### config.mk
export PLATFORM = sky130hd
export DESIGN_NAME = spi
export DESIGN_NICKNAME = d
export VERILOG_FILES = /design/src/rtl/spi.sv
export SDC_FILE = /design/constraint.sdc
export NUM_CORES = 1
export LEC_CHECK = 0
export CORE_ASPECT_RATIO = 0.75
export CORE_MARGIN = 10
export CORE_UTILIZATION = 30
export CTS_CLUSTER_SIZE = 25
export DETAILED_ROUTE_END_ITERATION = 6
export PLACE_DENSITY_LB_ADDON = 0.2
export SKIP_CTS_REPAIR_TIMING = 1
export SYNTH_ARGS = -nofsm -noshare
export SYNTH_HDL_FRONTEND = slang
export SYNTH_SLANG_ARGS = --single-unit
### constraint.sdc
create_clock -name clk -period 3.2 [get_ports clk]
set_input_delay 0.64 -clock clk [delete_from_list [all_inputs] [get_ports clk]]
set_output_delay 0.64 -clock clk [all_outputs]
set_load 0.02 [all_outputs]
### src/rtl/spi.sv
// -----------------------------------------------------------------------------
// spi: full-duplex SPI master, mode 0 (CPOL=0, CPHA=0), MSB first, one
// W_DATA-bit word per transfer. No chip select; slave selection is external.
//
// Parameters
//   W_DATA  : word width in bits (>= 2)
//   CLK_DIV : spi_clk half-period in clk cycles (>= 1)
//
// Ports
//   rst                 : synchronous, active-high reset
//   clk                 : system clock, rising edge
//   mosi_data           : word to transmit, captured when a request is accepted
//   data_transmit_valid : start request
//   miso_data           : last fully received word, held until the next completion
//   data_in_valid       : one-cycle pulse, miso_data has just been updated
//   miso_in             : serial data from the slave, sampled on spi_clk rise
//   spi_clk             : serial clock, idles low
//   mosi_out            : serial data to the slave, changes on spi_clk fall
//
// Handshake: data_transmit_valid is a request strobe with an implicit ready
// that is high only in IDLE. A request is accepted at a rising clk edge where
// data_transmit_valid=1 and the block is IDLE; requests seen during XFER
// (including the completing edge) are dropped, never queued. data_in_valid
// has no back-pressure: it is high for exactly one cycle per completed word.
// -----------------------------------------------------------------------------
module spi #(
    parameter int W_DATA  = 32,
    parameter int CLK_DIV = 1
) (
    input  logic              rst,
    input  logic              clk,
    input  logic [W_DATA-1:0] mosi_data,
    input  logic              data_transmit_valid,
    output logic [W_DATA-1:0] miso_data,
    output logic              data_in_valid,
    input  logic              miso_in,
    output logic              spi_clk,
    output logic              mosi_out
);

    localparam int W_DIV = (CLK_DIV > 1) ? $clog2(CLK_DIV) : 1;
    localparam int W_BIT = (W_DATA > 1) ? $clog2(W_DATA) : 1;
    localparam logic [W_DIV-1:0] DIV_LAST = W_DIV'(CLK_DIV - 1);
    localparam logic [W_BIT-1:0] BIT_LAST = W_BIT'(W_DATA - 1);

    typedef enum logic {
        IDLE = 1'b0,
        XFER = 1'b1
    } state_t;

    // state_q is the FSM state; checkers bind to it directly.
    state_t state_q, state_d;

    logic [W_DATA-1:0] tx_q, tx_d;
    logic [W_DATA-1:0] rx_q, rx_d;
    logic [W_DIV-1:0]  div_q, div_d;
    logic [W_BIT-1:0]  bit_q, bit_d;
    logic [W_DATA-1:0] miso_data_d;
    logic              data_in_valid_d;
    logic              spi_clk_d;
    logic              mosi_out_d;

    logic tick;      // divider wraps this cycle: spi_clk toggles at this edge
    logic rise;      // this edge drives spi_clk 0 -> 1
    logic fall;      // this edge drives spi_clk 1 -> 0
    logic last_bit;

    assign tick     = (state_q == XFER) && (div_q == DIV_LAST);
    assign rise     = tick && !spi_clk;
    assign fall     = tick && spi_clk;
    assign last_bit = (bit_q == BIT_LAST);

    // State register
    always_ff @(posedge clk) begin
        if (rst) begin
            state_q <= IDLE;
        end else begin
            state_q <= state_d;
        end
    end

    // Next-state logic
    always_comb begin
        state_d = state_q;
        case (state_q)
            IDLE:    if (data_transmit_valid) state_d = XFER;
            XFER:    if (fall && last_bit)    state_d = IDLE;
            default: state_d = IDLE;
        endcase
    end

    // Output / datapath next values (all outputs are registered below)
    always_comb begin
        tx_d            = tx_q;
        rx_d            = rx_q;
        div_d           = div_q;
        bit_d           = bit_q;
        miso_data_d     = miso_data;
        data_in_valid_d = 1'b0;
        spi_clk_d       = spi_clk;
        mosi_out_d      = mosi_out;
        case (state_q)
            IDLE: begin
                spi_clk_d = 1'b0;
                if (data_transmit_valid) begin
                    tx_d       = mosi_data;
                    mosi_out_d = mosi_data[W_DATA-1];
                    div_d      = '0;
                    bit_d      = '0;
                end
            end
            XFER: begin
                div_d = tick ? '0 : div_q + W_DIV'(1);
                if (tick) spi_clk_d = !spi_clk;
                if (rise) rx_d = {rx_q[W_DATA-2:0], miso_in};
                if (fall) begin
                    if (!last_bit) begin
                        // Rotate rather than shift: the bit leaving the top
                        // has already been driven, so recirculating it costs
                        // nothing and keeps every register bit live.
                        tx_d       = {tx_q[W_DATA-2:0], tx_q[W_DATA-1]};
                        mosi_out_d = tx_q[W_DATA-2];
                        bit_d      = bit_q + W_BIT'(1);
                    end else begin
                        miso_data_d     = rx_q;
                        data_in_valid_d = 1'b1;
                        mosi_out_d      = 1'b0;
                    end
                end
            end
            default: begin
                spi_clk_d  = 1'b0;
                mosi_out_d = 1'b0;
            end
        endcase
    end

    // Datapath / output registers
    always_ff @(posedge clk) begin
        if (rst) begin
            tx_q          <= '0;
            rx_q          <= '0;
            div_q         <= '0;
            bit_q         <= '0;
            miso_data     <= '0;
            data_in_valid <= 1'b0;
            spi_clk       <= 1'b0;
            mosi_out      <= 1'b0;
        end else begin
            tx_q          <= tx_d;
            rx_q          <= rx_d;
            div_q         <= div_d;
            bit_q         <= bit_d;
            miso_data     <= miso_data_d;
            data_in_valid <= data_in_valid_d;
            spi_clk       <= spi_clk_d;
            mosi_out      <= mosi_out_d;
        end
    end

endmodule

==> reports/qor.yml, run 1 <==
run_status: "complete, no violations"
max_freq_mhz: 422.6
antennaDiodeCount: 0
gate_count_after_technology_mapping: 408
grtUsageTotal: 0.1053
worst_skew_pair.late_latency_ps: 340
worst_path_maximum_fanout: 30
layout-drive-gt1-share: 0.06897
arrival_ps: 2610
grt_max_degree: 70
sequential_element_share_of_the_synthesized_area: 0.5313
ios: 71
layout_common_cells: "sky130_fd_sc_hd__dfxtp_1, sky130_fd_sc_hd__nand2_1, sky130_fd_sc_hd__clkdlybuf4s50_1"
critical_path.slowest_cell: "sky130_fd_sc_hd__and4bb_2"
starting_density_of_the_core: 0.3068
combinational_family_with_the_most_area_after_synthesis: "compound AO/OA/AOI/OAI gates"
post_synth_and_or_nand_nor_area_fraction: 0.1451
drt_pass1_iterations: 4
num-fill-cells: 1248
critical-path-top-cell-by-count: "sky130_fd_sc_hd__ha_1"
power_leakage_nw: 1.777
switching_power_w: 0.0006476
number_of_max_cap_violations: 0
slew_viol_final: 0
synth_compound_gate_area_share: 0.1892
syn-cell-area_sq_um: 3994
area_added_between_synthesis_and_finish_pct: 27.57
clock_power_share: 0.406
die-width_microns: 153.2
dp.cells: 619
yosys.cell_types.count: 32
seqPwrFrac: 0.507
core_area_sq_um: 13020
ys_seq_elements: 106
route.final.wire_length_mm: 9.506
crit_type: "reg -> reg"
report.final.hold_viol_count: 0
portBuffers: 70
p_int_w: 0.002083
setup_viol: 0
hp_class: "reg -> reg"
cts_tree: "done"
cts_max_level: 3
avgSynthCellArea_sq_um: 9.789
max_slew_margin: 0.4925
antenna_found_initial: 0
clkTransAtPathRegs_ps: 70
clockBufferDepth: 2
synth-adder-area-share: 0.009398
worst_setup_path_end_kind: "flip-flop"
numClockSinks: 106
die-area_sq_um: 18380
cts.root.buffer_cell: "sky130_fd_sc_hd__clkbuf_16"
finClkSkew_ps: 4.894
timing_worst_slew_pin_value_ps: 761.3
vdd_ir_drop_max_v: 0.0003185
dr_vias: 3076
ant_nets: 0
post_drt_via_cell_ratio: 4.844
layout_commonest_cell: "sky130_fd_sc_hd__dfxtp_1"
detailedRoute.firstIterationViolations: 142
cts_buffers: 9
setup_tns_ps: 0
post-layout-total-power_w: 0.002731
worst_ep_required_time_ps: 3440
global_route_wire_length_before_repair_mm: 16.30
crit_chain: "ha_1 -> and3_1 -> ha_1 -> and4bb_2 -> buf_4 -> nor3_1 -> a211oi_1"
cp_slowest_stage_delay_ps: 720
critical_path.startpoint_type: "flip-flop"
synth_xor_xnor_area_share: 0.002193
post_layout_nonfiller_instances: 635
post-dp-hpwl_mm: 6.076
die_h_microns: 119.9
rsz0062_at_grt: "false"
power.density_nw_per_um2: 536.0
placement_rows: 36
final_nets: 498
synth.yosys.warnings: 0
muxShareOfSynthArea: 0.07769
grt_pass1_vias: 3152
final_wtd_congestion: 0.6966
min_period_over_period: 0.7395
drcViolationCount: 0
remaining_overflow_grt: 0
period_needed_ps: 2366
swShare: 0.2371
nets_in_the_synthesized_netlist: 447
combinationalPowerShare: 0.087
post_drt_wl_per_cell_microns: 14.97
==> per-layer routing <==
layer	vias to the layer above	part of all wire	track usage
met5	-	0	0
met4	0	0.011	0.03448
met3	7	0.052	0.03926
met2	46	0.44	0.1663
met1	1445	0.49	0.1300
li1	1578	-	-
==> path summary, 6_finish.rpt <==
path / from / end / slack (ps) / depth (start not counted)
setup / recovery: bit_q[0] / tx_q[27] / 830 / 7
hold / removal: rx_q[31] / rx_q[31] / 460 / 2
setup reg to reg: bit_q[0] / tx_q[27] / 830 / 7
hold reg to reg: rx_q[31] / rx_q[31] / 460 / 2
==> cells by family after synthesis <==
| logic type | Yosys count |
|---|---|
| muxes | 31 |
| and+or+nand+nor | 123 |
| AOI/OAI and AO/OA | 106 |
| xor gates and xnor gates | 1 |
| adders and majority gates | 3 |
| buffers and inverters | 38 |
| DFF | 106 |
==> area by class of cell <==
| class | instances | area (sq um) | area share |
|---|---|---|---|
| timing repair buffer | 78 | 755.7 | 0.1483 |
| multi-input combinational | 264 | 1700 | 0.3337 |
| clock inverter | 7 | 76.32 | 0.01498 |
| tap | 171 | 214.0 | 0.04199 |
| clock buffer | 9 | 225.2 | 0.04420 |
| sequential | 106 | 2123 | 0.4167 |
==> power groups by stage <==
stage	clock, W	sequential, W	combinational [W]
floorplan	0	0.00141	0.000161
global placement	0	0.00141	0.000236
detailed placement	0	0.00141	0.000241
CTS	0.00116	0.00138	0.000242
global route	0.00120	0.00139	0.000264
finish	0.00111	0.00138	0.000238
==> critical path: cells and delay by family, from the launching register on <==
| family | cells | cell delay [ps] |
|---|---|---|
| compound gates | 1 | 230 |
| fa+ha+maj | 2 | 420 |
| buf+inv | 1 | 290 |
| flops | 1 | 340 |
| simple gates | 3 | 990 |
==> sequential cells by signal, indices dropped and copies added (netlist names) <==
register / cells
mosi_out: 1
bit_q: 5
div_q: 1
spi_clk: 1
miso_data: 32
rx_q: 32
data_in_valid: 1
tx_q: 32
state_q: 1
==> cell usage after synthesis, drive strengths merged <==
cell type	number	share of area
a211oi	31	0.058
a21o	1	0.0019
a21oi	36	0.046
a22o	32	0.070
a311oi	2	0.0044
a31oi	1	0.0016
a41oi	1	0.0022
and3	1	0.0016
and3b	2	0.0044
and4bb	1	0.0031
buf	24	0.032
clkbuf	14	0.013
dfxtp	106	0.53
ha	3	0.0094
mux2i	31	0.078
nand2	70	0.066
nand2b	3	0.0047
nand3	4	0.0050
nand3b	1	0.0019
nand4b	1	0.0022
nand4bb	1	0.0028
nor2b	1	0.0016
nor3	34	0.043
nor3b	2	0.0050
nor4b	1	0.0022
o21a	1	0.0019
o221a	1	0.0028
or3b	1	0.0022
xor2	1	0.0022
==> metrics by stage <==
stage	utilization	hold slack (ps)	setup WS [ps]	instance area (sq um)
final	0.3914	461.7	833.6	5095
after global routing	0.3914	492.1	633.7	5095
after CTS	0.3914	468.8	817.0	5095
after detailed placement	0.3682	457.7	815.6	4793
after global placement	0.3682	449.4	918.7	4793
after floorplan	-	436.0	1388	3994
Power figures use the tool's default switching activity.
==> inputs of run 2 (changes only) <==
Clock period 3.2 ns to 2.1 ns, I/O delays scaled along.
==> run 2 against run 1 <==
  * Routed wire length increased by 1.4%
  * Core utilization increased by 0.76 points
  * Clock-buffer cell count increased by 1
==> reports/qor.yml, run 2 (same netlist as run 1, synthesis figures left out) <==
run_status: "complete, no violations"
number_of_max_cap_violations: 0  # unchanged
clockBufferDepth: 2  # unchanged
max_slew_margin: 0.5482  # +0.05569
grt_max_degree: 51  # -27%
cp_slowest_stage_delay_ps: 410  # -310 ps
grtUsageTotal: 0.1046  # -0.0007112
dr_vias: 3103  # +0.88%
critical_path.startpoint_type: "flip-flop"
setup_tns_ps: 0  # unchanged
worst_setup_path_end_kind: "flip-flop"
core_area_sq_um: 13020  # unchanged
period_needed_ps: 1990  # -376.2 ps
cts_max_level: 3  # unchanged
largest_registers: "miso_data (32), rx_q (32), tx_q (32)"
timing.rr.end: "tx_q[31]"
area_added_between_synthesis_and_finish_pct: 30.04
drcViolationCount: 0  # unchanged
layout_commonest_cell: "sky130_fd_sc_hd__dfxtp_1"
antennaDiodeCount: 0  # unchanged
reg2reg_depth: 7  # unchanged
layout-drive-gt1-share: 0.08102  # +0.01206
power_leakage_nw: 1.819  # +2.4%
ant_nets: 0  # unchanged
starting_density_of_the_core: 0.3068  # unchanged
worst_ep_required_time_ps: 2350  # -1090 ps
finClkSkew_ps: 6.765  # +1.871 ps
crit_chain: "ha_1 -> and3_1 -> ha_1 -> and4bb_4 -> buf_12 -> nor3_1 -> a311oi_1"
post-dp-hpwl_mm: 6.238  # +2.7%
cts.root.buffer_cell: "sky130_fd_sc_hd__clkbuf_16"
startpoint_of_the_tightest_hold_check_path: "rx_q[31]"
critical-path-top-cell-by-count: "sky130_fd_sc_hd__ha_1"
grt_pass1_vias: 3083  # -2.2%
critical_path.slowest_cell: "sky130_fd_sc_hd__and4bb_4"
max_freq_mhz: 502.5  # +19%
route.final.wire_length_mm: 9.640  # +1.4%
worst_skew_pair.late_latency_ps: 350  # about the same
global_route_wire_length_before_repair_mm: 16.08  # -1.4%
regToRegSetupSlack_ps: 110  # -720 ps
numClockSinks: 106  # unchanged
final_wtd_congestion: 0.7022  # +0.80%
rsz0062_at_grt: "false"
whs_path_depth: 2  # unchanged
setup_viol: 0  # unchanged
cts_buffers: 9  # unchanged
power.density_nw_per_um2: 814.1  # +52%
post_drt_via_cell_ratio: 4.848  # about the same
post-layout-total-power_w: 0.004228  # +55%
min_period_over_period: 0.9477  # +0.2082
detailedRoute.firstIterationViolations: 148  # +4.2%
drt_pass1_iterations: 4  # unchanged
clkTransAtPathRegs_ps: 70  # about the same
portBuffers: 70  # unchanged
vdd_ir_drop_max_v: 0.0004254  # +34%
num-fill-cells: 1252  # +0.32%
hp_class: "reg -> reg"
ios: 71  # unchanged
worst_path_maximum_fanout: 21  # -30%
die-area_sq_um: 18380  # unchanged
timing_worst_slew_pin_value_ps: 677.8  # -83.54 ps
post_drt_wl_per_cell_microns: 15.06  # +0.62%
layout_common_cells: "sky130_fd_sc_hd__dfxtp_1, sky130_fd_sc_hd__nand2_1, sky130_fd_sc_hd__clkdlybuf4s50_1"
placement_rows: 36  # unchanged
remaining_overflow_grt: 0  # unchanged
slew_viol_final: 0  # unchanged
cts_tree: "done"
antenna_found_initial: 0  # unchanged
die-width_microns: 153.2  # unchanged
report.final.hold_viol_count: 0  # unchanged
crit_type: "reg -> reg"
worstHoldEndpoint: "rx_q[31]"
worstReg2RegStart: "bit_q[0]"
die_h_microns: 119.9  # unchanged
arrival_ps: 2240  # -370 ps
final_nets: 503  # +1.0%
==> run 2: how the worst max path moves through the flow <==
stage | startpoint | endpoint | slack (ps) | depth (start not counted)
after floorplan | bit_q[0] | bit_q[2] | 290 | 8
after global placement | bit_q[0] | tx_q[14] | 210 | 7
after detailed placement | bit_q[0] | tx_q[14] | 120 | 7
after CTS | bit_q[0] | tx_q[7] | 100 | 7
after global routing | bit_q[0] | tx_q[31] | 7 | 7
final | bit_q[0] | tx_q[31] | 110 | 7
==> run 2: power breakdown <==
| group | internal (W) | leakage, nW | switching [W] | total [W] |
|---|---|---|---|---|
| registers | 0.00207 | 0.862 | 0.0000444 | 0.00212 |
| logic | 0.000183 | 0.810 | 0.000192 | 0.000375 |
| clock network | 0.000972 | 0.147 | 0.000765 | 0.00174 |
==> run 2: area by class of cell <==
type / count / area (sq um) / area share
flip-flops and latches: 106 / 2123 / 0.4088
clock buffers: 10 / 239.0 / 0.04601
well taps: 171 / 214.0 / 0.04119
clock inverters: 6 / 73.82 / 0.01421
multi-input cells: 264 / 1709 / 0.3291
repair buffers: 83 / 834.6 / 0.1607
==> run 2: layer usage <==
metal  track usage  share of wire  up-vias
met5             0              0        -
met4       0.03210          0.012        0
met3       0.03890          0.053        7
met2        0.1598           0.44       53
met1        0.1341           0.49     1463
li1              -              -     1580
==> run 2: worst max-delay path, delay by kind of cell, from the launching register on <==
kind                     cells  cell delay, ps
AO/OA/AOI/OAI                1             250
adder cells (fa/ha/maj)      2             430
AND/OR/NAND/NOR              3             680
buffers and inverters        1             180
flip-flops                   1             350
==> run 2: through the flow <==
| step | hold slack (ps) | cells | worst slack, ps | utilization | cell area [sq um] |
|---|---|---|---|---|---|
| global route | 488.1 | 640 | 6.759 | 0.3990 | 5194 |
| finish | 467.7 | 640 | 109.8 | 0.3990 | 5194 |
| floorplan | 436.0 | 408 | 287.8 | - | 3994 |
| global placement | 448.9 | 624 | 210.8 | 0.3740 | 4868 |
| CTS | 470.9 | 640 | 95.42 | 0.3980 | 5181 |
| detailed placement | 457.2 | 624 | 121.0 | 0.3740 | 4868 |
==> inputs of run 3 (changes only) <==
Settings changed: SLEW_MARGIN set to 5.
==> results of run 3 <==
The final DEF is identical to that of run 2; final timing and power are the same.
